**config.mk**
```make
export PLATFORM = sky130hd
export DESIGN_NAME = uart_tx_block_flat
export DESIGN_NICKNAME = d
export VERILOG_FILES = /design/src/rtl/uart_tx_block_if.sv /design/src/rtl/uart_tx_block.sv /design/src/flat_wrapper.sv
export SDC_FILE = /design/constraint.sdc
export NUM_CORES = 1
export LEC_CHECK = 0
export BUFFER_PORTS_ARGS = -buffer_cell sky130_fd_sc_hd__clkbuf_2
export CORE_UTILIZATION = 50
export CTS_BUF_LIST = sky130_fd_sc_hd__clkbuf_16
export DETAILED_ROUTE_END_ITERATION = 6
export GPL_ROUTABILITY_DRIVEN = 0
export GPL_TIMING_DRIVEN = 1
export PLACE_DENSITY = 0.73
export SYNTH_ARGS = -nofsm -noshare
export SYNTH_HDL_FRONTEND = slang
export SYNTH_SLANG_ARGS = --single-unit
```
**constraint.sdc**
```tcl
create_clock -name clk -period 1.55 [get_ports clk]
set_input_delay 0.465 -clock clk [delete_from_list [all_inputs] [get_ports clk]]
set_output_delay 0.465 -clock clk [all_outputs]
set_load 0.1 [all_outputs]
```
**src/rtl/uart_tx_block_if.sv**
```systemverilog
`default_nettype none
// ============================================================================
// Module   : uart_tx_block_if
// Purpose  : Host-side start/busy/done handshake for the UART transmitter.
// Revision : 1.0 - initial release
// ============================================================================
interface uart_tx_block_if;
    logic       tx_start;
    logic [7:0] tx_data;
    logic       tx_abort;
    logic       tx_busy;
    logic       tx_done;

    modport master (
        output tx_start,
        output tx_data,
        output tx_abort,
        input  tx_busy,
        input  tx_done
    );

    modport slave (
        input  tx_start,
        input  tx_data,
        input  tx_abort,
        output tx_busy,
        output tx_done
    );
endinterface
`default_nettype wire

```
**src/rtl/uart_tx_block.sv**
```systemverilog
`default_nettype none
// ============================================================================
// Module   : uart_tx_block
// Purpose  : UART transmitter: start bit, 8 data bits LSB first, optional even
//            parity (macro UART_TX_PARITY_EN), one stop bit; idle-high line.
// Revision : 1.0 - initial release
// ============================================================================
module uart_tx_block #(
    parameter int CLKS_PER_BIT = 10
) (
    input  logic           clk,
    input  logic           n_rst,
    uart_tx_block_if.slave host,
    output logic           serial_out
);
    localparam int            c_tw        = $clog2(CLKS_PER_BIT);
    localparam logic [c_tw-1:0] c_timer_max = c_tw'(CLKS_PER_BIT - 1);

    typedef enum logic [2:0] {
        IDLE   = 3'd0,
        START  = 3'd1,
        DATA   = 3'd2,
`ifdef UART_TX_PARITY_EN
        PARITY = 3'd3,
`endif
        STOP   = 3'd4
    } state_t;

    state_t            r_state;
    state_t            w_state_nx;
    logic [c_tw-1:0]   r_timer;
    logic [c_tw-1:0]   w_timer_nx;
    logic [2:0]        r_index;
    logic [2:0]        w_index_nx;
    logic [7:0]        r_shift;
    logic [7:0]        w_shift_nx;
    logic              r_busy;
    logic              r_done;
    logic              w_done_nx;
    logic              w_serial_nx;
    logic              w_wrap;
    logic              w_accept;

    assign w_wrap   = (r_timer == c_timer_max);
    assign w_accept = (r_state == IDLE) && host.tx_start;

`ifdef UART_TX_PARITY_EN
    logic r_parity;

    // Parity is taken from the byte at acceptance because the shift register is consumed.
    always_ff @(posedge clk or negedge n_rst) begin
        if (!n_rst) begin
            r_parity <= 1'b0;
        end else if (w_accept) begin
            r_parity <= ^host.tx_data;
        end
    end
`endif

    always_comb begin
        w_state_nx  = r_state;
        w_timer_nx  = r_timer;
        w_index_nx  = r_index;
        w_shift_nx  = r_shift;
        w_done_nx   = 1'b0;
        w_serial_nx = 1'b1;

        if (r_state != IDLE) begin
            w_timer_nx = w_wrap ? '0 : r_timer + c_tw'(1);
        end

        case (r_state)
            IDLE: begin
                if (w_accept) begin
                    w_state_nx = START;
                    w_timer_nx = '0;
                    w_index_nx = '0;
                    w_shift_nx = host.tx_data;
                end
            end
            START: begin
                if (w_wrap) w_state_nx = DATA;
            end
            DATA: begin
                if (w_wrap) begin
                    w_shift_nx = {1'b0, r_shift[7:1]};
                    w_index_nx = r_index + 3'd1;
                    if (r_index == 3'd7) begin
`ifdef UART_TX_PARITY_EN
                        w_state_nx = PARITY;
`else
                        w_state_nx = STOP;
`endif
                    end
                end
            end
`ifdef UART_TX_PARITY_EN
            PARITY: begin
                if (w_wrap) w_state_nx = STOP;
            end
`endif
            STOP: begin
                if (w_wrap) begin
                    w_state_nx = IDLE;
                    w_done_nx  = 1'b1;
                end
            end
            default: w_state_nx = IDLE;
        endcase

        // Abort outranks both a pending wrap and any start request.
        if (host.tx_abort && (r_state != IDLE)) begin
            w_state_nx = IDLE;
            w_timer_nx = '0;
            w_index_nx = '0;
            w_done_nx  = 1'b0;
        end

        // The line is registered, so it is decoded from the next state.
        case (w_state_nx)
            START:   w_serial_nx = 1'b0;
            DATA:    w_serial_nx = w_shift_nx[0];
`ifdef UART_TX_PARITY_EN
            PARITY:  w_serial_nx = r_parity;
`endif
            default: w_serial_nx = 1'b1;
        endcase
    end

    always_ff @(posedge clk or negedge n_rst) begin
        if (!n_rst) begin
            r_state    <= IDLE;
            r_timer    <= '0;
            r_index    <= '0;
            r_shift    <= '0;
            r_busy     <= 1'b0;
            r_done     <= 1'b0;
            serial_out <= 1'b1;
        end else begin
            r_state    <= w_state_nx;
            r_timer    <= w_timer_nx;
            r_index    <= w_index_nx;
            r_shift    <= w_shift_nx;
            r_busy     <= (w_state_nx != IDLE);
            r_done     <= w_done_nx;
            serial_out <= w_serial_nx;
        end
    end

    assign host.tx_busy = r_busy;
    assign host.tx_done = r_done;
endmodule
`default_nettype wire

```
**src/flat_wrapper.sv**
```systemverilog
// flat-port wrapper written by rule: the top's interface ports become plain ports
module uart_tx_block_flat 
#(
    parameter int CLKS_PER_BIT = 10
)
  (clk, n_rst, serial_out, host_tx_start, host_tx_data, host_tx_abort, host_tx_busy, host_tx_done);
  uart_tx_block_if host_i ();
  input  logic clk;
  input  logic n_rst;
  output logic serial_out;
  input wire logic [$bits(host_i.tx_start)-1:0] host_tx_start;
  input wire logic [$bits(host_i.tx_data)-1:0] host_tx_data;
  input wire logic [$bits(host_i.tx_abort)-1:0] host_tx_abort;
  output wire logic [$bits(host_i.tx_busy)-1:0] host_tx_busy;
  output wire logic [$bits(host_i.tx_done)-1:0] host_tx_done;
  assign host_i.tx_start = host_tx_start;
  assign host_i.tx_data = host_tx_data;
  assign host_i.tx_abort = host_tx_abort;
  assign host_tx_busy = host_i.tx_busy;
  assign host_tx_done = host_i.tx_done;
  uart_tx_block #(.CLKS_PER_BIT(CLKS_PER_BIT)) u_core (.clk(clk), .n_rst(n_rst), .host(host_i), .serial_out(serial_out));
endmodule
```
### After elaboration in Yosys (flattened, before gate mapping)

Index checks and enable logic that the tools add are counted.

| word-level totals | value |
|---|---|
| register bits after elaboration | 21 |
| bits of input ports | 12 |
| output and inout bits | 3 |
| logic and storage cells | 53 |

| operators by class | value |
|---|---|
| add/subtract/negate cells | 2 |
| equality and inequality tests | 11 |
| muxes and demuxes | 23 |
| reductions and logical operators | 9 |

Operators by type and width:

| kind | number |
|---|---|
| 3-bit 2-to-1 mux | 9 |
| 4-bit 2-to-1 mux | 5 |
| 8-bit 2-to-1 mux | 2 |
| 8-bit one-hot mux with 2 select lines | 1 |
| 3-bit one-hot mux with 4 select lines | 1 |
| 3-bit nonzero test | 3 |
| 3-bit by 1-bit equality test with 1-bit output (second input constant) | 2 |
| 3-bit by 2-bit equality test with 1-bit output (second input constant) | 2 |
| 3-bit equality test (second input constant) | 2 |
| 3-bit one-hot mux with 2 select lines | 1 |
| 3-bit AND reduction | 2 |
| 4-bit by 1-bit adder with 4-bit output (second input constant) | 1 |
| 4-bit equality test (second input constant) | 1 |
| 2-bit by 1-bit != test with 1-bit output (second input constant) | 2 |
| 3-bit by 1-bit adder with 3-bit output (second input constant) | 1 |
| 3-bit logical NOT | 1 |
| 1-bit 2-to-1 mux | 3 |
| 3-bit by 1-bit != test with 1-bit output (second input constant) | 1 |
| 3-bit by 2-bit != test with 1-bit output (second input constant) | 1 |
| 1-bit logical AND | 2 |
| 1-bit one-hot mux with 2 select lines | 1 |
| 2-bit nonzero test | 1 |

### Logic depth before layout (Yosys ltp)

| depth | value |
|---|---|
| depth in word-level cells | 7 |
| depth in mapped cells | 6 |
| mapped depth without buffers | 5 |

### Least setup slack after synthesis

No wires, ideal clock.

| timing | value |
|---|---|
| path kind | reg-to-reg |
| from | reg u_core.r_timer[0] |
| to | reg u_core.r_index[1] |
| library setup time | 0.120 ns |
| arrival | 1.441 ns |
| required time | 1.430 ns |
| slack | -0.011 ns |
| cell stages (with the launch flop) | 6 |
| path buffers | 1 |
| clock period less this slack | 1.561 ns |
| cell sequence | dfrtp_1 -> ha_1 -> and3b_1 -> clkbuf_1 -> a32o_1 -> a31o_2 |

| on the way | value |
|---|---|
| cells in the longest elaborated chain, start to end | 3 |

Ends and longest elaborated chain:

| element | line | source |
|---|---|---|
| from (decl) | uart_tx_block.sv:31 | `logic [c_tw-1:0] r_timer;` |
| from (signal assigned) | uart_tx_block.sv:141 | `r_timer <= w_timer_nx;` |
| 4-bit equality test | uart_tx_block.sv:44 | `assign w_wrap = (r_timer == c_timer_max);` |
| 3-bit by 1-bit != test with 1-bit output (no line) | - |  |
| 3-bit AND reduction (no line) | - |  |
| to (signal assigned) | uart_tx_block.sv:142 | `r_index <= w_index_nx;` |
| to (decl) | uart_tx_block.sv:33 | `logic [2:0] r_index;` |

No other way between the ends.
A chain may end at the register's enable or synchronous reset.

### Worst setup path in the final report

| timing | value |
|---|---|
| from | reg u_core.r_state[1] |
| to | reg u_core.serial_out |

| on the way | value |
|---|---|
| cells in the longest elaborated chain, start to end | 7 |
| elaborated cells on any way between the ends | 19 |
| classes of those cells | eq/ne (5); mux (10); reduce/logical (4) |

Ends and longest elaborated chain:

| element | line | source |
|---|---|---|
| from (decl) | uart_tx_block.sv:29 | `state_t r_state;` |
| from (signal assigned) | uart_tx_block.sv:140 | `r_state <= w_state_nx;` |
| 3-bit logical NOT | uart_tx_block.sv:45, uart_tx_block.sv:72 |  |
| 1-bit logical AND | uart_tx_block.sv:45 | `assign w_accept = (r_state == IDLE) && host.tx_start;` |
| 3-bit 2-to-1 mux | uart_tx_block.sv:74 | `if (w_accept) begin` |
| 3-bit one-hot mux with 4 select lines | uart_tx_block.sv:72 | `case (r_state)` |
| 3-bit 2-to-1 mux | uart_tx_block.sv:112 | `if (host.tx_abort && (r_state != IDLE)) begin` |
| 3-bit by 2-bit equality test with 1-bit output or 3-bit by 1-bit equality test with 1-bit output (tied branches) | uart_tx_block.sv:120 | `case (w_state_nx)` |
| 1-bit one-hot mux with 2 select lines (*) | uart_tx_block.sv:120 |  |
| via u_core.w_serial_nx | uart_tx_block.sv:40 | `logic w_serial_nx;` |
| to (signal assigned) | uart_tx_block.sv:146 | `serial_out <= w_serial_nx;` |
| to (decl) | uart_tx_block.sv:14 | `output logic serial_out` |

Mark *: on every way through the listed nets, which the timed path passes. The rest lies on a longest branch. The select of a mux whose other input is x is not followed.

==> flow_summary.toml <==
[detailed_routing]
dr.pass1.iters = 4
drc = 0
antenna_left = 0
vias_per_cell = 5.95
drt_iter0_markers = 29
vias = 975
drt-total-wl_um = 2750
wl_per_cell_um = 16.8

[power_and_ir_drop]
powerDensity_mw_per_mm2 = 999
vdd_drop_max_mv = 0.932
leakagePower_nw = 0.732

[grt]
grt_pass1_vias = 980
grt_first_pass_wirelength_um = 4740
antenna_found_initial = 0
track_usage = 0.253
grt_max_degree = 22
gr-total-overflow = 0

[setup_path]
cp-start-kind = "register"
cp_data_arrival_time_ns = 1.70
r2r-start = "u_core.r_state[1]"
reg2reg_depth = 3
critPathRequiredTime_ns = 1.72
r2r-end = "u_core.serial_out"
cp-end-kind = "register"
reg2reg_setup_slack_ns = 0.02
path_max_fanout = 10
path_class = "reg2reg"

[cts]
clk_latency_ns = 0.26
clk_pin_slew_worst_paths_ns = 0.06
clk_path_buf_depth = 2
cts_num_sinks = 21
cts_buffers = 3
htreeDepth = 1
root_buffer = "clkbuf_16"
cts_tree = "done"

[sta]
slew_violations = 0
rsz0062_at_grt = "true"
finalHoldViolCount = 0
setup-violations-final = 0
max_freq_ghz = 0.655
worst_slew_pin_slew_ns = 0.526
maxSlewHeadroom = 0.649
fin_crit_sh = 0.985
fin_crit_ns = 1.53
fin_worst_skew_ns = 0.00875
tns_ns = 0

[yosys]
netlist-cell-type-count = 45
avgSynthCellArea_um2 = 11.4
netlist_instances = 101
synthArstFlopShare = 1.00
synth_ff_type = "dfrtp_1"
synth_largest_area_cell = "dfrtp_1"
synth_edf_count = 0
syn_nets = 117
synth_seq_area_share = 0.456
yosysWarnings = 0
synth_top_area_share = 0.433
syn_area_mm2 = 0.00116
yosys_register_bits = 21
synthTopCellsByArea = "dfrtp_1 (43%), a221o_1 (5.2%), ha_1 (4.3%)"

[finish]
antenna_cells = 0
seq_area_um2 = 531
drive_above_1_share = 0.449
final_cell_mix = "buf_4 (17), dfrtp_1 (17), clkbuf_2 (11), nand2_1 (7)"
finalNetCount = 153
multi_input_area_um2 = 626
postLayoutCoreUtil = 0.719
fillCellCount = 153
areaGrowthSynthToFinish_pct = 36.3
fin_cells = 164

[floorplan]
rows = 17
die-area_mm2 = 0.00251
core_region_area_mm2 = 0.00219
die_h_um = 50.1
fp.dieW_um = 50.1
pin_count = 15
start_util = 0.528

[min_path]
min_path_type = "in2async"

[placed_design]
post-dp-hpwl_um = 1720
io_buffers = 14
numPlacedInstances = 152

[outcome]
status = "finished clean"

[job]
max_cap_violations = 0
==> metrics by stage <==
step / cell area, µm² / setup WS [ns] / hold WS (ns) / power (W)
after floorplan: 1160 / 0.0173 / 0.169 / 0.000857
after global placement: 1390 / -0.0402 / 0.460 / 0.000973
after detailed placement: 1390 / -0.0996 / 0.469 / 0.000983
after CTS: 1530 / -0.00335 / 0.192 / 0.00156
after global routing: 1580 / -0.0364 / 0.226 / 0.00164
final: 1580 / 0.0229 / 0.169 / 0.00157
==> critical path, stage by stage, from the launching register on <==
cell	delay (ns)
dfrtp_2	0.49
or3b_2	0.49
o211ai_1	0.30
a41oi_2	0.16
==> cells by family (layout without fill, tap and decap cells) <==
family	after synthesis	count (layout)	share of synthesized area
xor gates and xnor gates	1	1	0.00758
buffers and inverters	7	41	0.0336
muxes	1	1	0.00866
DFF	21	21	0.456
AOI/OAI and AO/OA	25	25	0.190
adders and majority gates	4	4	0.0433
and+or+nand+nor	42	43	0.261
==> power breakdown <==
part | switching (W) | internal, W
combinational | 0.000184 | 0.000170
sequential | 0.0000482 | 0.000618
clock | 0.000207 | 0.000347
==> cells in the mapped netlist (all sizes together) (2+ instances only) <==
master	n
nand3	3
nor4	2
nor3	2
a32o	2
inv	2
dfrtp	20
o21ai	6
buf	3
a31o	2
nor4b	2
o211ai	2
nand2	7
clkbuf	2
nor3b	2
nor2b	3
and3	6
nand2b	2
a221o	6
nor2	3
ha	4
or4b	3
==> flip-flops by register name, summed over array words and instances, names as in the netlist <==
| name | flops |
|---|---|
| u_core.r_shift | 8 |
| u_core.r_index | 3 |
| u_core.r_state | 3 |
| u_core.host.tx_done | 1 |
| u_core.serial_out | 1 |
| u_core.host.tx_busy | 1 |
| u_core.r_timer | 4 |
==> metal layers <==
layer | vias up | GRT usage | wire [µm]
met2 | 22 | 0.413 | 1370
met5 | - | 0 | 0
met3 | 4 | 0.0556 | 99
li1 | 461 | - | -
met4 | 0 | 0.0810 | 27
met1 | 488 | 0.329 | 1260
==> final cells by class <==
type | instances | area share
clock buffers | 3 | 0.0477
clock inverters | 1 | 0.00318
inverters | 2 | 0.00477
multi-input cells | 74 | 0.397
flip-flops and latches | 21 | 0.337
well taps | 28 | 0.0222
repair buffers | 35 | 0.188
==> timing repair <==
| item | CTS | global route |
|---|---|---|
| buffers inserted | 5 | 2 |
| setup endpoints to repair | 14 | 16 |
| hold endpoints to repair | 0 | 0 |
| cloned | 1 | 0 |
| resized for setup | 5 | 10 |
| pin swaps | 2 | 3 |
| hold buffers | 0 | 0 |
==> how the worst max path moves through the flow <==
stage                 startpoint                 to  slack, ns  depth (start not counted)
2_1_floorplan  u_core.r_index[0]  u_core.r_index[2]       0.02                          5
3_3_place_gp   u_core.r_timer[1]  u_core.r_shift[5]      -0.04                          5
3_5_place_dp   u_core.r_timer[1]  u_core.r_shift[2]       -0.1                          5
4_1_cts        u_core.r_timer[0]  u_core.r_shift[5]     -0.003                          4
5_1_grt        u_core.r_state[2]  u_core.r_shift[5]      -0.04                          4
6_report       u_core.r_state[1]  u_core.serial_out       0.02                          3
Power figures use the tool's default switching activity.
